--- src/rtl/pipe_pkg.sv ---
// Shared definitions for the skid-buffered pipeline stage.
//   REG_ADDR_W       : width of each register-address field (rs1/rs2/rd)
//   CTRL_NOP_DEFAULT : control pattern of a bubble (write enables held inactive)
//   state_e          : occupancy state of the stage
//   payload_w()      : packed payload width for a given control/data width
package pipe_pkg;

  localparam int REG_ADDR_W = 5;
  localparam logic [23:0] CTRL_NOP_DEFAULT = 24'h000380;

  typedef enum logic [1:0] {
    EMPTY = 2'd0,
    ONE   = 2'd1,
    FULL  = 2'd2
  } state_e;

  // Payload layout, MSB first: ctrl | rs1 | rs2 | rd | imm | pc
  function automatic int payload_w(input int ctrl_w, input int xlen);
    return ctrl_w + 3 * REG_ADDR_W + 2 * xlen;
  endfunction

endpackage

--- src/rtl/pipe_slot.sv ---
// One payload register of the pipeline stage.
//   clk    : clock, rising edge
//   rst    : synchronous active-high reset, loads BUBBLE
//   load   : capture d
//   bubble : load BUBBLE (overrides load)
//   d      : next payload
//   q      : held payload
module pipe_slot #(
  parameter int            PW     = 8,
  parameter logic [PW-1:0] BUBBLE = '0
) (
  input  logic          clk,
  input  logic          rst,
  input  logic          load,
  input  logic          bubble,
  input  logic [PW-1:0] d,
  output logic [PW-1:0] q
);

  always_ff @(posedge clk) begin
    if (rst || bubble) begin
      q <= BUBBLE;
    end else if (load) begin
      q <= d;
    end
  end

endmodule

--- src/rtl/pipe_stage_skid.sv ---
// Pipeline-stage register with valid/ready handshake and a 2-entry skid buffer.
// Carries control bundle, register addresses, immediate and PC between stages.
//   clk, rst                 : clock and synchronous active-high reset
//   flush_i                  : squash all held and incoming entries
//   in_valid_i / in_ready_o  : upstream handshake (in_ready_o is a state decode)
//   in_*_i                   : upstream payload fields
//   out_valid_o / out_ready_i: downstream handshake
//   out_*_o                  : downstream payload, always from the main slot
//   flush_cnt_o, stall_cnt_o : saturating event counters
//
//   state | meaning
//   EMPTY | nothing held, main slot holds the bubble
//   ONE   | main slot valid
//   FULL  | main and skid slots valid, upstream is stalled
module pipe_stage_skid
  import pipe_pkg::*;
#(
  parameter int                XLEN     = 32,
  parameter int                CTRL_W   = 24,
  parameter logic [CTRL_W-1:0] CTRL_NOP = CTRL_NOP_DEFAULT,
  parameter int                CNT_W    = 16
) (
  input  logic                  clk,
  input  logic                  rst,
  input  logic                  flush_i,
  input  logic                  in_valid_i,
  output logic                  in_ready_o,
  input  logic [CTRL_W-1:0]     in_ctrl_i,
  input  logic [REG_ADDR_W-1:0] in_rs1_i,
  input  logic [REG_ADDR_W-1:0] in_rs2_i,
  input  logic [REG_ADDR_W-1:0] in_rd_i,
  input  logic [XLEN-1:0]       in_imm_i,
  input  logic [XLEN-1:0]       in_pc_i,
  output logic                  out_valid_o,
  input  logic                  out_ready_i,
  output logic [CTRL_W-1:0]     out_ctrl_o,
  output logic [REG_ADDR_W-1:0] out_rs1_o,
  output logic [REG_ADDR_W-1:0] out_rs2_o,
  output logic [REG_ADDR_W-1:0] out_rd_o,
  output logic [XLEN-1:0]       out_imm_o,
  output logic [XLEN-1:0]       out_pc_o,
  output logic [CNT_W-1:0]      flush_cnt_o,
  output logic [CNT_W-1:0]      stall_cnt_o
);

  localparam int            PW     = payload_w(CTRL_W, XLEN);
  localparam logic [PW-1:0] BUBBLE = {CTRL_NOP, {(PW - CTRL_W){1'b0}}};

  state_e state_q, state_d;

  logic          accept, send;
  logic          main_load, main_from_skid, main_bubble;
  logic          skid_load, skid_bubble;
  logic [PW-1:0] in_payload, main_d, main_q, skid_q;

  logic [CNT_W-1:0] flush_cnt_q, stall_cnt_q;

  assign in_ready_o  = (state_q != FULL);
  assign out_valid_o = (state_q != EMPTY);
  assign accept      = in_valid_i & in_ready_o;
  assign send        = out_valid_o & out_ready_i;

  assign in_payload = {in_ctrl_i, in_rs1_i, in_rs2_i, in_rd_i, in_imm_i, in_pc_i};
  assign main_d     = main_from_skid ? skid_q : in_payload;

  always_ff @(posedge clk) begin
    if (rst) begin
      state_q <= EMPTY;
    end else begin
      state_q <= state_d;
    end
  end

  always_comb begin
    state_d        = state_q;
    main_load      = 1'b0;
    main_from_skid = 1'b0;
    main_bubble    = 1'b0;
    skid_load      = 1'b0;
    skid_bubble    = 1'b0;
    if (flush_i) begin
      // A send in this cycle still completes; everything else is dropped.
      state_d     = EMPTY;
      main_bubble = 1'b1;
      skid_bubble = 1'b1;
    end else begin
      unique case (state_q)
        EMPTY: begin
          if (accept) begin
            state_d   = ONE;
            main_load = 1'b1;
          end
        end
        ONE: begin
          if (accept && send) begin
            main_load = 1'b1;
          end else if (accept) begin
            state_d   = FULL;
            skid_load = 1'b1;
          end else if (send) begin
            state_d     = EMPTY;
            main_bubble = 1'b1;
          end
        end
        FULL: begin
          if (send) begin
            state_d        = ONE;
            main_load      = 1'b1;
            main_from_skid = 1'b1;
          end
        end
        default: begin
          state_d     = EMPTY;
          main_bubble = 1'b1;
          skid_bubble = 1'b1;
        end
      endcase
    end
  end

  pipe_slot #(.PW(PW), .BUBBLE(BUBBLE)) u_main (
    .clk    (clk),
    .rst    (rst),
    .load   (main_load),
    .bubble (main_bubble),
    .d      (main_d),
    .q      (main_q)
  );

  pipe_slot #(.PW(PW), .BUBBLE(BUBBLE)) u_skid (
    .clk    (clk),
    .rst    (rst),
    .load   (skid_load),
    .bubble (skid_bubble),
    .d      (in_payload),
    .q      (skid_q)
  );

  assign {out_ctrl_o, out_rs1_o, out_rs2_o, out_rd_o, out_imm_o, out_pc_o} = main_q;

  always_ff @(posedge clk) begin
    if (rst) begin
      flush_cnt_q <= '0;
      stall_cnt_q <= '0;
    end else begin
      if (flush_i && (flush_cnt_q != '1)) begin
        flush_cnt_q <= flush_cnt_q + CNT_W'(1);
      end
      if (out_valid_o && !out_ready_i && (stall_cnt_q != '1)) begin
        stall_cnt_q <= stall_cnt_q + CNT_W'(1);
      end
    end
  end

  assign flush_cnt_o = flush_cnt_q;
  assign stall_cnt_o = stall_cnt_q;

endmodule

--- config.mk ---
export PLATFORM = sky130hd
export DESIGN_NAME = pipe_stage_skid
export DESIGN_NICKNAME = d
export VERILOG_FILES = /design/src/rtl/pipe_pkg.sv /design/src/rtl/pipe_slot.sv /design/src/rtl/pipe_stage_skid.sv
export SDC_FILE = /design/constraint.sdc
export NUM_CORES = 1
export LEC_CHECK = 0
export ABC_AREA = 1
export BUFFER_PORTS_ARGS = -buffer_cell sky130_fd_sc_hd__buf_4
export CORE_MARGIN = 4
export CORE_UTILIZATION = 38
export DETAILED_ROUTE_END_ITERATION = 7
export PLACE_DENSITY = 0.66
export SETUP_SLACK_MARGIN = 0.3
export SKIP_CTS_REPAIR_TIMING = 1
export SLEW_MARGIN = 20
export SYNTH_ARGS = -nofsm -noshare
export SYNTH_HDL_FRONTEND = slang
export SYNTH_HIERARCHICAL = 1
export SYNTH_SLANG_ARGS = --single-unit
--- constraint.sdc ---
create_clock -name clk -period 4.6 [get_ports clk]
set_input_delay 0.92 -clock clk [delete_from_list [all_inputs] [get_ports clk]]
set_output_delay 0.92 -clock clk [all_outputs]
set_load 0.01 [all_outputs]
==> results of run 1 <==
synthesized netlist by cell type, types with 2 or more instances:
| cell | n |
|---|---|
| dfxtp_1 | 240 |
| inv_2 | 3 |
| nor2_4 | 2 |
| mux2_4 | 70 |
| buf_4 | 34 |
| nor3_1 | 6 |
| buf_2 | 38 |
| a21oi_1 | 23 |
| buf_6 | 10 |
| mux2_2 | 33 |
| nand3_1 | 36 |
| inv_1 | 226 |
| nor2_1 | 480 |
| o21ai_0 | 9 |
| nand2_2 | 2 |
| nand4_1 | 7 |
| clkbuf_1 | 3 |
| nor2_2 | 6 |
| nand2_1 | 490 |
| ha_1 | 2 |
cells by family (layout without fill, tap and decap cells):
group | count (synthesis) | after routing | synth area share
AO/OA/AOI/OAI | 33 | 33 | 0.0140
flip-flops | 240 | 240 | 0.405
AND/OR/NAND/NOR | 1034 | 1034 | 0.338
adder cells (fa/ha/maj) | 2 | 2 | 0.00211
multiplexers | 103 | 103 | 0.120
buffers and inverters | 314 | 533 | 0.120
registers in the layout, indices dropped and copies added, names as in the netlist:
| signal | flops |
|---|---|
| u_main/q | 103 |
| u_skid/q | 103 |
| flush_cnt_o | 16 |
| stall_cnt_o | 16 |
| state_q | 2 |
how the worst max path moves through the flow:
stage,end,from,cells after the start,slack (ns)
floorplan,u_main/q[93],flush_i,9,2.61
global placement,u_main/q[62],in_valid_i,10,1.66
detailed placement,u_skid/q[74],flush_i,7,1.64
CTS,u_skid/q[74],flush_i,7,2.21
global route,u_skid/q[75],flush_i,7,2.00
finish,u_main/q[86],out_ready_i,9,2.13
metrics by stage:
| step | utilization | cell area (sq um) | instances | power, uW | setup slack (ns) |
|---|---|---|---|---|---|
| finish | 0.480 | 14700 | 2341 | 4960 | 2.13 |
| global route | 0.480 | 14700 | 2341 | 5180 | 2.00 |
| CTS | 0.480 | 14700 | 2341 | 5030 | 2.21 |
| detailed placement | 0.448 | 13700 | 2289 | 2690 | 1.64 |
| global placement | 0.448 | 13700 | 2289 | 2690 | 1.66 |
| floorplan | - | 11900 | 1726 | 2510 | 2.61 |
power by group through the flow:
stage               Combinational (uW)  Sequential (uW)  Clock (uW)
floorplan                          304             2200           0
global placement                   494             2190           0
detailed placement                 500             2190           0
CTS                                502             2150        2380
global route                       562             2150        2470
finish                             496             2150        2310
tightest hold or removal path: stages, from the launching register on:
cell and delay (ns):
dfxtp_1 0.33, nand2_1 0.05, nand3_1 0.05
area by class of cell:
class                   count  area (sq um)
inverters                 229           860
clock buffers              41           830
well taps                 396           495
flip-flops and latches    240          4800
repair buffers            252          1920
multi-input cells        1172          5660
fillers                  3034         16000
clock inverters            11           148
per-layer routing:
layer / vias up / routed length [um] / share of wire
met5: - / 0 / 0
met4: 0 / 455 / 0.016
met3: 31 / 2200 / 0.077
met2: 251 / 12600 / 0.44
met1: 4607 / 13500 / 0.47
li1: 5512 / - / -
==> metrics.csv, run 1 <==
stage,metric,value,unit
worst_setup_path,Buf/Inv on CP,4,
place,port bufs,244,
synth,synthesis-stage register bit count,240,
min_path,Min-Delay Endpoint,u_skid/q[88],
power,Flop pwr share,0.433,
synth,Synth top area share,0.405,
synth,warnings from Yosys,6,
clock_tree,clock sinks,240,
synth,syn nets,1836,
drt,WL per Instance,12.3,um
worst_setup_path,crit path DAT,2.84,ns
floorplanning,die area,34100,sq um
timing,Final Cycle Share,0.536,
min_path,Hold Path Depth,2,
timing,Final Critical Period,2.47,ns
synth,syn avg cell area,6.87,sq um
worst_setup_path,Reg2Reg Depth,9,
timing,setup TNS,0,ns
worst_setup_path,critical path capture point type,flip-flop,
floorplanning,Die Span Y,185,um
min_path,Hold WC Path Type,reg -> reg,
flow_run,Max-cap violations,0,
drt,Routed Antenna Nets,0,
timing,worst hold margin,0.463,ns
worst_setup_path,CP most frequent cell,inv_1,
synth,synthesized cell area,11900,sq um
floorplanning,row cnt,64,
global_route,initial antenna violation count,0,
global_route,met1 Use GR,0.220,
run_status,status,finished clean,
clock_tree,CTS max path bufs,3,
worst_setup_path,CP Max Fanout,204,
worst_setup_path,Reg2Reg Setup Slack,2.14,ns
synth,Mapped Cells,1726,
timing,Rel. slew slack,0.250,
global_route,GR Overflow Total,0,
clock_tree,CTS buffer count,28,
synth,number of synthesized flops with an enable pin,0,
cells_and_area,Antenna diodes,0,
timing,worst-margin pin slew,1.12,ns
cells_and_area,most frequent cells in the layout,"nand2_1 (490), nor2_1 (479), buf_4 (249)",
worst_setup_path,RR Startpoint,state_q[0],
power,switching share of power,0.238,
drt,DRT iter0 DRCs,499,
power,Leakage,0.00714,uW
cells_and_area,"most common cell after layout, fill and taps aside",nand2_1,
timing,RSZ-0062 raised after global routing,false,
synth,"FFs w/ async S/R, synth",0,
global_route,met3 global-route usage,0.0385,
worst_setup_path,crit path launch type,input port,
floorplanning,Placeable Area,30700,sq um
synth,post-synthesis sequential area ratio,0.405,
power,maximum VDD drop,0.346,mV
global_route,gr usage total,0.162,
power,combinational power share,0.100,
synth,ys flop type,dfxtp_1,
worst_setup_path,Worst R2R End,u_main/q[86],
clock_tree,CTS tree,built,
timing,fin. max-slew vios,0,
floorplanning,Die W,185,um
timing,final setup fails,0,
cells_and_area,Layout area overhead,24.1,%
worst_setup_path,worst stage delay on the critical path,0.43,ns
global_route,largest net degree at the start of global routing,205,
clock_tree,Worst-Skew Late Latency,0.55,ns
global_route,GR Layer Usage met2,0.266,
drt,DRC errors left,0,
timing,Worst Skew,0.0142,ns
clock_tree,clock slew at reported path FFs,0.06,ns
place,Placer Congestion,0.846,
worst_setup_path,Slowest cell on crit path,buf_12,
power,Int Power,3780,uW
power,PD cells,337,nW/um^2
worst_setup_path,WP data required,4.98,ns
power,switching pwr,1180,uW
cells_and_area,Total Nets Final,2033,
global_route,vias in the first global route,9602,
clock_tree,CTS root buf,clkbuf_16,
synth,top post-synthesis cells by area,"dfxtp_1 (41%), nand2_1 (16%), nor2_1 (15%), mux2_4 (8.9%), inv_1 (7.2%)",
synth,dominant cell type by area after synthesis,dfxtp_1,
cells_and_area,layout cells sized above 1,0.215,
worst_setup_path,"CP delay by family, top",buffers and inverters,
min_path,Worst Hold Launch,u_skid/q[88],
floorplanning,# IOs,245,
power,clock power share,0.467,
drt,total number of vias,10400,
clock_tree,H-tree levels,1,
drt,drt first pass iters,6,
place,Post-DP HPWL,18.8,mm
worst_setup_path,cells along the critical path,buf_4 > inv_1 > nand2_2 > o21ai_0 > nor2_4 > buf_12 > inv_1 > nand2_1 > nand3_1,
drt,WL final,28.7,mm
global_route,busiest grt layer,met2,
timing,"Hold Vio Cnt, Final",0,
global_route,first-pass GRT wire length,46.8,mm
timing,Highest Clock Rate,405,MHz
synth,post-synth cell types,26,
worst_setup_path,WS Path Type,in -> reg,
floorplanning,Initial Util,0.387,
drt,vias per inst,4.44,
Note: power is estimated with default switching activity, not from simulation.
==> run 2: changes to the inputs <==
--- a/config.mk
+++ b/config.mk
@@ -10,7 +10,7 @@
 export CORE_MARGIN = 4
 export CORE_UTILIZATION = 38
 export DETAILED_ROUTE_END_ITERATION = 7
-export PLACE_DENSITY = 0.66
+export PLACE_DENSITY = 0.68
 export SETUP_SLACK_MARGIN = 0.3
 export SKIP_CTS_REPAIR_TIMING = 1
 export SLEW_MARGIN = 20
==> constraint.sdc (replaced) <==
create_clock -name clk -period 2.1 [get_ports clk]
set_input_delay 0.42 -clock clk [delete_from_list [all_inputs] [get_ports clk]]
set_output_delay 0.42 -clock clk [all_outputs]
set_load 0.01 [all_outputs]
==> metrics.csv, run 2 (synthesis results as in run 1) <==
stage,metric,value,unit,change
drt,Routed Antenna Nets,0,,unchanged
cells_and_area,register area,4810,sq um,about the same
clock_tree,CTS buffer count,27,,-3.6%
global_route,first-pass GRT wire length,47.2,mm,+0.86%
cells_and_area,fill count,3056,,+0.73%
timing,Rel. slew slack,0.748,,+0.498
timing,worst-margin pin slew,0.378,ns,-0.746 ns
cells_and_area,"most common cell after layout, fill and taps aside",nand2_1,,
worst_setup_path,WS Path Type,reg -> out,,
cells_and_area,Antenna diodes,0,,unchanged
cells_and_area,Layout area overhead,26.9,%,
timing,final setup fails,0,,unchanged
power,total power,10500,uW,+110%
clock_tree,CTS tree,built,,
drt,DRC errors left,0,,unchanged
place,Placer Congestion,0.842,,-0.54%
timing,Setup WS post-layout,0.387,ns,-1.75 ns
floorplanning,row cnt,64,,unchanged
clock_tree,clock sinks,240,,unchanged
place,Placement Cell Area,14100,sq um,+2.4%
run_status,status,finished clean,,
clock_tree,CTS max path bufs,3,,unchanged
global_route,gr usage total,0.164,,+0.00172
global_route,vias in the first global route,9791,,+2.0%
floorplanning,Die W,185,um,unchanged
drt,drt first pass iters,5,,-1
worst_setup_path,crit path launch type,flip-flop,,
drt,total number of vias,10600,,+1.7%
flow_run,Max-cap violations,0,,unchanged
drt,vias per inst,4.49,,+1.0%
worst_setup_path,CP Max Fanout,4,,-98%
cells_and_area,most frequent cells in the layout,"nand2_1 (489), nor2_1 (478), buf_4 (248)",,
cells_and_area,Total Nets Final,2052,,+0.93%
timing,Worst Skew,0.0154,ns,+0.00122 ns
worst_setup_path,Reg2Reg Setup Slack,0.42,ns,-1.72 ns
global_route,GR Overflow Total,0,,unchanged
worst_setup_path,cells along the critical path,inv_2 > nor2_4 > inv_1 > buf_4,,
cells_and_area,post-route design area,15100,sq um,+2.3%
clock_tree,H-tree levels,1,,unchanged
power,maximum VDD drop,0.525,mV,+52%
timing,Final Critical Period,1.71,ns,
drt,WL per Instance,12.6,um,+2.7%
worst_setup_path,WP data required,1.68,ns,-3.30 ns
clock_tree,Worst-Skew Late Latency,0.54,ns,about the same
place,DP Worst Slack,0.207,ns,-1.43 ns
worst_setup_path,crit path DAT,1.29,ns,-1.55 ns
floorplanning,# IOs,245,,unchanged
floorplanning,Placeable Area,30700,sq um,unchanged
drt,WL final,29.7,mm,+3.3%
min_path,Hold WC Path Type,in -> reg,,
timing,Highest Clock Rate,584,MHz,
worst_setup_path,Slowest cell on crit path,dfxtp_2,,
power,Leakage,0.00728,uW,+2.0%
cells_and_area,largest registers,"u_main/q: 103 flops, u_skid/q: 103 flops",,
timing,Final Cycle Share,0.816,,
floorplanning,Initial Util,0.387,,unchanged
drt,DRT iter0 DRCs,497,,-0.40%
place,port bufs,244,,unchanged
place,Post-DP HPWL,19.8,mm,+5.2%
timing,setup TNS,0,ns,unchanged
timing,fin. max-slew vios,0,,unchanged
cells_and_area,area occupied by multi-input gates,5680,sq um,+0.33%
timing,"Hold Vio Cnt, Final",0,,unchanged
worst_setup_path,critical path capture point type,primary output,,
worst_setup_path,worst stage delay on the critical path,0.35,ns,-0.08 ns
clock_tree,clock slew at reported path FFs,0.06,ns,about the same
timing,RSZ-0062 raised after global routing,true,,
power,PD cells,696,nW/um^2,+110%
floorplanning,die area,34100,sq um,unchanged
cells_and_area,layout cells sized above 1,0.225,,+0.00918
floorplanning,Die Span Y,185,um,unchanged
cells_and_area,final core occ,0.491,,+0.0109
global_route,largest net degree at the start of global routing,75,,-63%
clock_tree,CTS root buf,clkbuf_16,,
global_route,initial antenna violation count,0,,unchanged
run 2: cell count changes in the layout (fill, tap and decap cells not counted), moves of 2 or more:
cell	change
dfxtp_1	-3
buf_12	+17
clkbuf_16	+2
clkbuf_8	-5
dfxtp_2	+3
clkinv_2	+2
run 2: report_power, final:
group / total, uW / switching, uW / internal (uW)
clock network: 4590 / 1900 / 2700
logic: 1180 / 587 / 589
registers: 4700 / 55.9 / 4650
total: 10500 / 2540 / 7930
run 2: area by class of cell:
| class | instances | share of cell area |
|---|---|---|
| clock buffer | 34 | 0.0486 |
| inverter | 229 | 0.0571 |
| timing repair buffer | 272 | 0.157 |
| multi-input combinational | 1172 | 0.377 |
| tap | 396 | 0.0329 |
| sequential | 240 | 0.319 |
| clock inverter | 12 | 0.00798 |
run 2: worst paths after layout:
path,from,end,cells past startpoint
max,state_q[1],in_ready_o,4
max reg2reg,state_q[1],u_main/q[1],10
min,in_ctrl_i[7],u_skid/q[86],3
min reg2reg,u_skid/q[88],u_skid/q[88],2
run 2: layer usage:
metal | vias to the layer above | GRT usage | routed length, um
met5 | - | 0 | 0
met4 | 0 | 0.0358 | 550
met3 | 41 | 0.0412 | 2450
met2 | 279 | 0.274 | 13500
met1 | 4703 | 0.214 | 13200
li1 | 5550 | - | -
run 2: worst max-delay path, delay by kind of cell, from the launching register on:
family | cells | cell delay [ns]
DFF | 1 | 0.35
buffers and inverters | 3 | 0.29
and+or+nand+nor | 1 | 0.13
run 2: per-stage QoR:
step                      instances  hold WS, ns
after floorplan                1726        0.429
after global placement         2304        0.442
after detailed placement       2304        0.449
after CTS                      2350       0.0970
after global routing           2355        0.115
final                          2355        0.130
==> run 3: changes to the inputs <==
--- a/config.mk
+++ b/config.mk
@@ -5,12 +5,12 @@
 export SDC_FILE = /design/constraint.sdc
 export NUM_CORES = 1
 export LEC_CHECK = 0
-export ABC_AREA = 1
+export ABC_AREA = 0
 export BUFFER_PORTS_ARGS = -buffer_cell sky130_fd_sc_hd__buf_4
 export CORE_MARGIN = 4
 export CORE_UTILIZATION = 38
 export DETAILED_ROUTE_END_ITERATION = 7
-export PLACE_DENSITY = 0.68
+export PLACE_DENSITY = 0.67
 export SETUP_SLACK_MARGIN = 0.3
 export SKIP_CTS_REPAIR_TIMING = 1
 export SLEW_MARGIN = 20
==> constraint.sdc (replaced) <==
create_clock -name clk -period 1.7 [get_ports clk]
set_input_delay 0.34 -clock clk [delete_from_list [all_inputs] [get_ports clk]]
set_output_delay 0.34 -clock clk [all_outputs]
set_load 0.01 [all_outputs]
==> metrics.csv, run 3 <==
stage,metric,value,unit,change
synth,top post-synthesis cells by area,"dfxtp_1 (46%), mux2i_1 (20%), mux2_2 (11%), nor2_1 (7.6%), buf_8 (2.0%)",,
drt,Routed Antenna Nets,0,,unchanged
place,Post-DP HPWL,18.8,mm,-5.3%
timing,setup TNS,-0.968,ns,-0.968 ns
timing,final setup fails,69,,+69
synth,post-synth cell types,60,,+130%
timing,RSZ-0062 raised after global routing,true,,
flow_run,Max-cap violations,0,,unchanged
worst_setup_path,Reg2Reg Setup Slack,-0.08,ns,-0.50 ns
cells_and_area,"most common cell after layout, fill and taps aside",buf_4,,
timing,worst-margin pin slew,0.451,ns,+0.0724 ns
synth,"FFs w/ async S/R, synth",0,,unchanged
timing,fin. max-slew vios,0,,unchanged
floorplanning,Placeable Area,27100,sq um,-12%
worst_setup_path,cells along the critical path,nand2b_4 > nor3b_4 > buf_6 > buf_12 > mux2_2 > mux2i_1 > nor2_1,,
min_path,Hold Path Depth,3,,unchanged
clock_tree,H-tree levels,1,,unchanged
global_route,GR Overflow Total,0,,unchanged
run_status,status,finished with violations,,
timing,worst hold margin,0.0390,ns,-0.0909 ns
cells_and_area,largest registers,"u_main/q: 103 flops, u_skid/q: 103 flops",,
synth,ys flop type,dfxtp_1,,
worst_setup_path,Reg2Reg Depth,7,,-3
power,switching share of power,0.228,,-0.0142
drt,DRT iter0 DRCs,409,,-18%
global_route,first-pass GRT wire length,42.9,mm,-9.0%
power,clock power share,0.453,,+0.014
clock_tree,Worst-Skew Late Latency,0.53,ns,about the same
cells_and_area,Layout area overhead,48.1,%,
power,Leakage,0.00611,uW,-16%
timing,"Hold Vio Cnt, Final",0,,unchanged
place,port bufs,244,,unchanged
synth,warnings from Yosys,6,,unchanged
drt,WL per Instance,18.2,um,+44%
timing,Rel. slew slack,0.698,,-0.0496
run_status,failing checks,negative setup slack,,
worst_setup_path,Slowest cell on crit path,mux2_2,,
synth,dominant cell type by area after synthesis,dfxtp_1,,
floorplanning,# IOs,245,,unchanged
synth,syn avg cell area,10.5,sq um,+53%
drt,DRC errors left,0,,unchanged
worst_setup_path,WP data required,2.12,ns,+0.44 ns
cells_and_area,most frequent cells in the layout,"buf_4 (288), dfxtp_1 (209), nor2_1 (205)",,
cells_and_area,Antenna diodes,0,,unchanged
synth,Mapped Cells,1004,,-42%
synth,synthesis-stage register bit count,240,,unchanged
floorplanning,die area,30400,sq um,-11%
synth,Synth top area share,0.457,,+0.0516
power,maximum VDD drop,0.619,mV,+18%
floorplanning,Initial Util,0.388,,+0.00151
floorplanning,row cnt,60,,-6.3%
timing,Final Cycle Share,1.04,,
power,Flop pwr share,0.445,,-0.004
clock_tree,clock slew at reported path FFs,0.06,ns,about the same
place,Placement Cell Area,13300,sq um,-5.6%
cells_and_area,post-route design area,15600,sq um,+3.5%
drt,total number of vias,8561,,-19%
synth,synthesized cell area,10500,sq um,-11%
timing,Setup WS post-layout,-0.0753,ns,-0.462 ns
clock_tree,clock sinks,240,,unchanged
worst_setup_path,crit path launch type,flip-flop,,
place,Placer Congestion,0.789,,-6.3%
power,Int Power,9950,uW,+25%
worst_setup_path,CP Max Fanout,14,,+10
synth,Post-synth top cells,"dfxtp_1 (240), nor2_1 (212), mux2i_1 (207), mux2_2 (105), buf_2 (29)",,
synth,number of synthesized flops with an enable pin,0,,unchanged
power,PD cells,827,nW/um^2,+19%
cells_and_area,layout cells sized above 1,0.457,,+0.233
clock_tree,CTS max path bufs,3,,unchanged
min_path,Hold WC Path Type,in -> reg,,
worst_setup_path,critical path capture point type,flip-flop,,
floorplanning,Die Span Y,174,um,-5.6%
timing,Highest Clock Rate,563,MHz,
synth,syn nets,1114,,-39%
drt,WL final,31.3,mm,+5.5%
worst_setup_path,WS Path Type,reg -> reg,,
synth,most repeated cell in the gate-level netlist after synthesis,dfxtp_1,,
global_route,gr usage total,0.168,,+0.00444
global_route,largest net degree at the start of global routing,60,,-20%
cells_and_area,Total Nets Final,1443,,-30%
floorplanning,Die W,174,um,-5.6%
timing,Final Critical Period,1.78,ns,
clock_tree,CTS root buf,clkbuf_16,,
drt,drt first pass iters,5,,unchanged
power,combinational power share,0.102,,-0.010
global_route,initial antenna violation count,1,,+1
timing,Worst Skew,0.0138,ns,-0.00157 ns
drt,vias per inst,4.97,,+11%
clock_tree,CTS tree,built,,
global_route,vias in the first global route,8228,,-16%
power,switching pwr,2940,uW,+16%
synth,post-synthesis sequential area ratio,0.457,,+0.0516
worst_setup_path,crit path DAT,2.19,ns,+0.90 ns
clock_tree,CTS buffer count,27,,unchanged
worst_setup_path,worst stage delay on the critical path,0.34,ns,about the same
## run 3: path summary, 6_finish.rpt
check,start,to
setup / recovery,state_q[0],u_main/q[21]
hold / removal,in_ctrl_i[8],u_skid/q[87]
setup reg to reg,state_q[0],u_main/q[21]
hold reg to reg,u_skid/q[88],u_skid/q[88]
## run 3: power by group through the flow
stage	Clock [uW]	Combinational, uW	Sequential (uW)
global placement	0	1100	5860
global route	6220	1410	5740
CTS	5990	1120	5740
floorplan	0	568	5880
detailed placement	0	1120	5860
finish	5840	1310	5730
## run 3: kinds of logic (layout without fill, tap and decap cells)
logic type               count (synthesis)  after routing  synth area share
AND/OR/NAND/NOR                        311            312             0.132
multiplexers                           312            312             0.309
XOR/XNOR                                 4              4           0.00333
adder cells (fa/ha/maj)                  2              2           0.00238
flip-flops                             240            240             0.457
AO/OA/AOI/OAI                           65             65            0.0441
buffers and inverters                   70            416            0.0526
## run 3: area by class of cell
cell class	instances	area, sq um
inverter	5	18.8
sequential	240	4880
timing repair buffer	364	3590
multi-input combinational	695	5720
clock buffer	43	878
clock inverter	4	30.0
tap	372	465
fill	2281	11500
## run 3: critical path, delay by kind of cell (launching register included)
family	cells	cell delay [ns]
buffers and inverters	2	0.39
DFF	1	0.32
muxes	2	0.53
and+or+nand+nor	3	0.43
## run 3: stage by stage
stage	instances	setup WS, ns	util	power [uW]
floorplan	1004	-0.0257	-	6450
global placement	1623	-0.0764	0.490	6960
detailed placement	1623	-0.0954	0.490	6980
CTS	1670	-0.186	0.524	12800
global route	1723	-0.151	0.575	13400
finish	1723	-0.0753	0.575	12900
## run 3: routing by layer
metal,up-vias,GRT usage,share of wire
met5,-,0,0.00042
met4,2,0.0346,0.016
met3,40,0.0396,0.059
met2,220,0.283,0.48
met1,4119,0.220,0.45
li1,4180,-,-
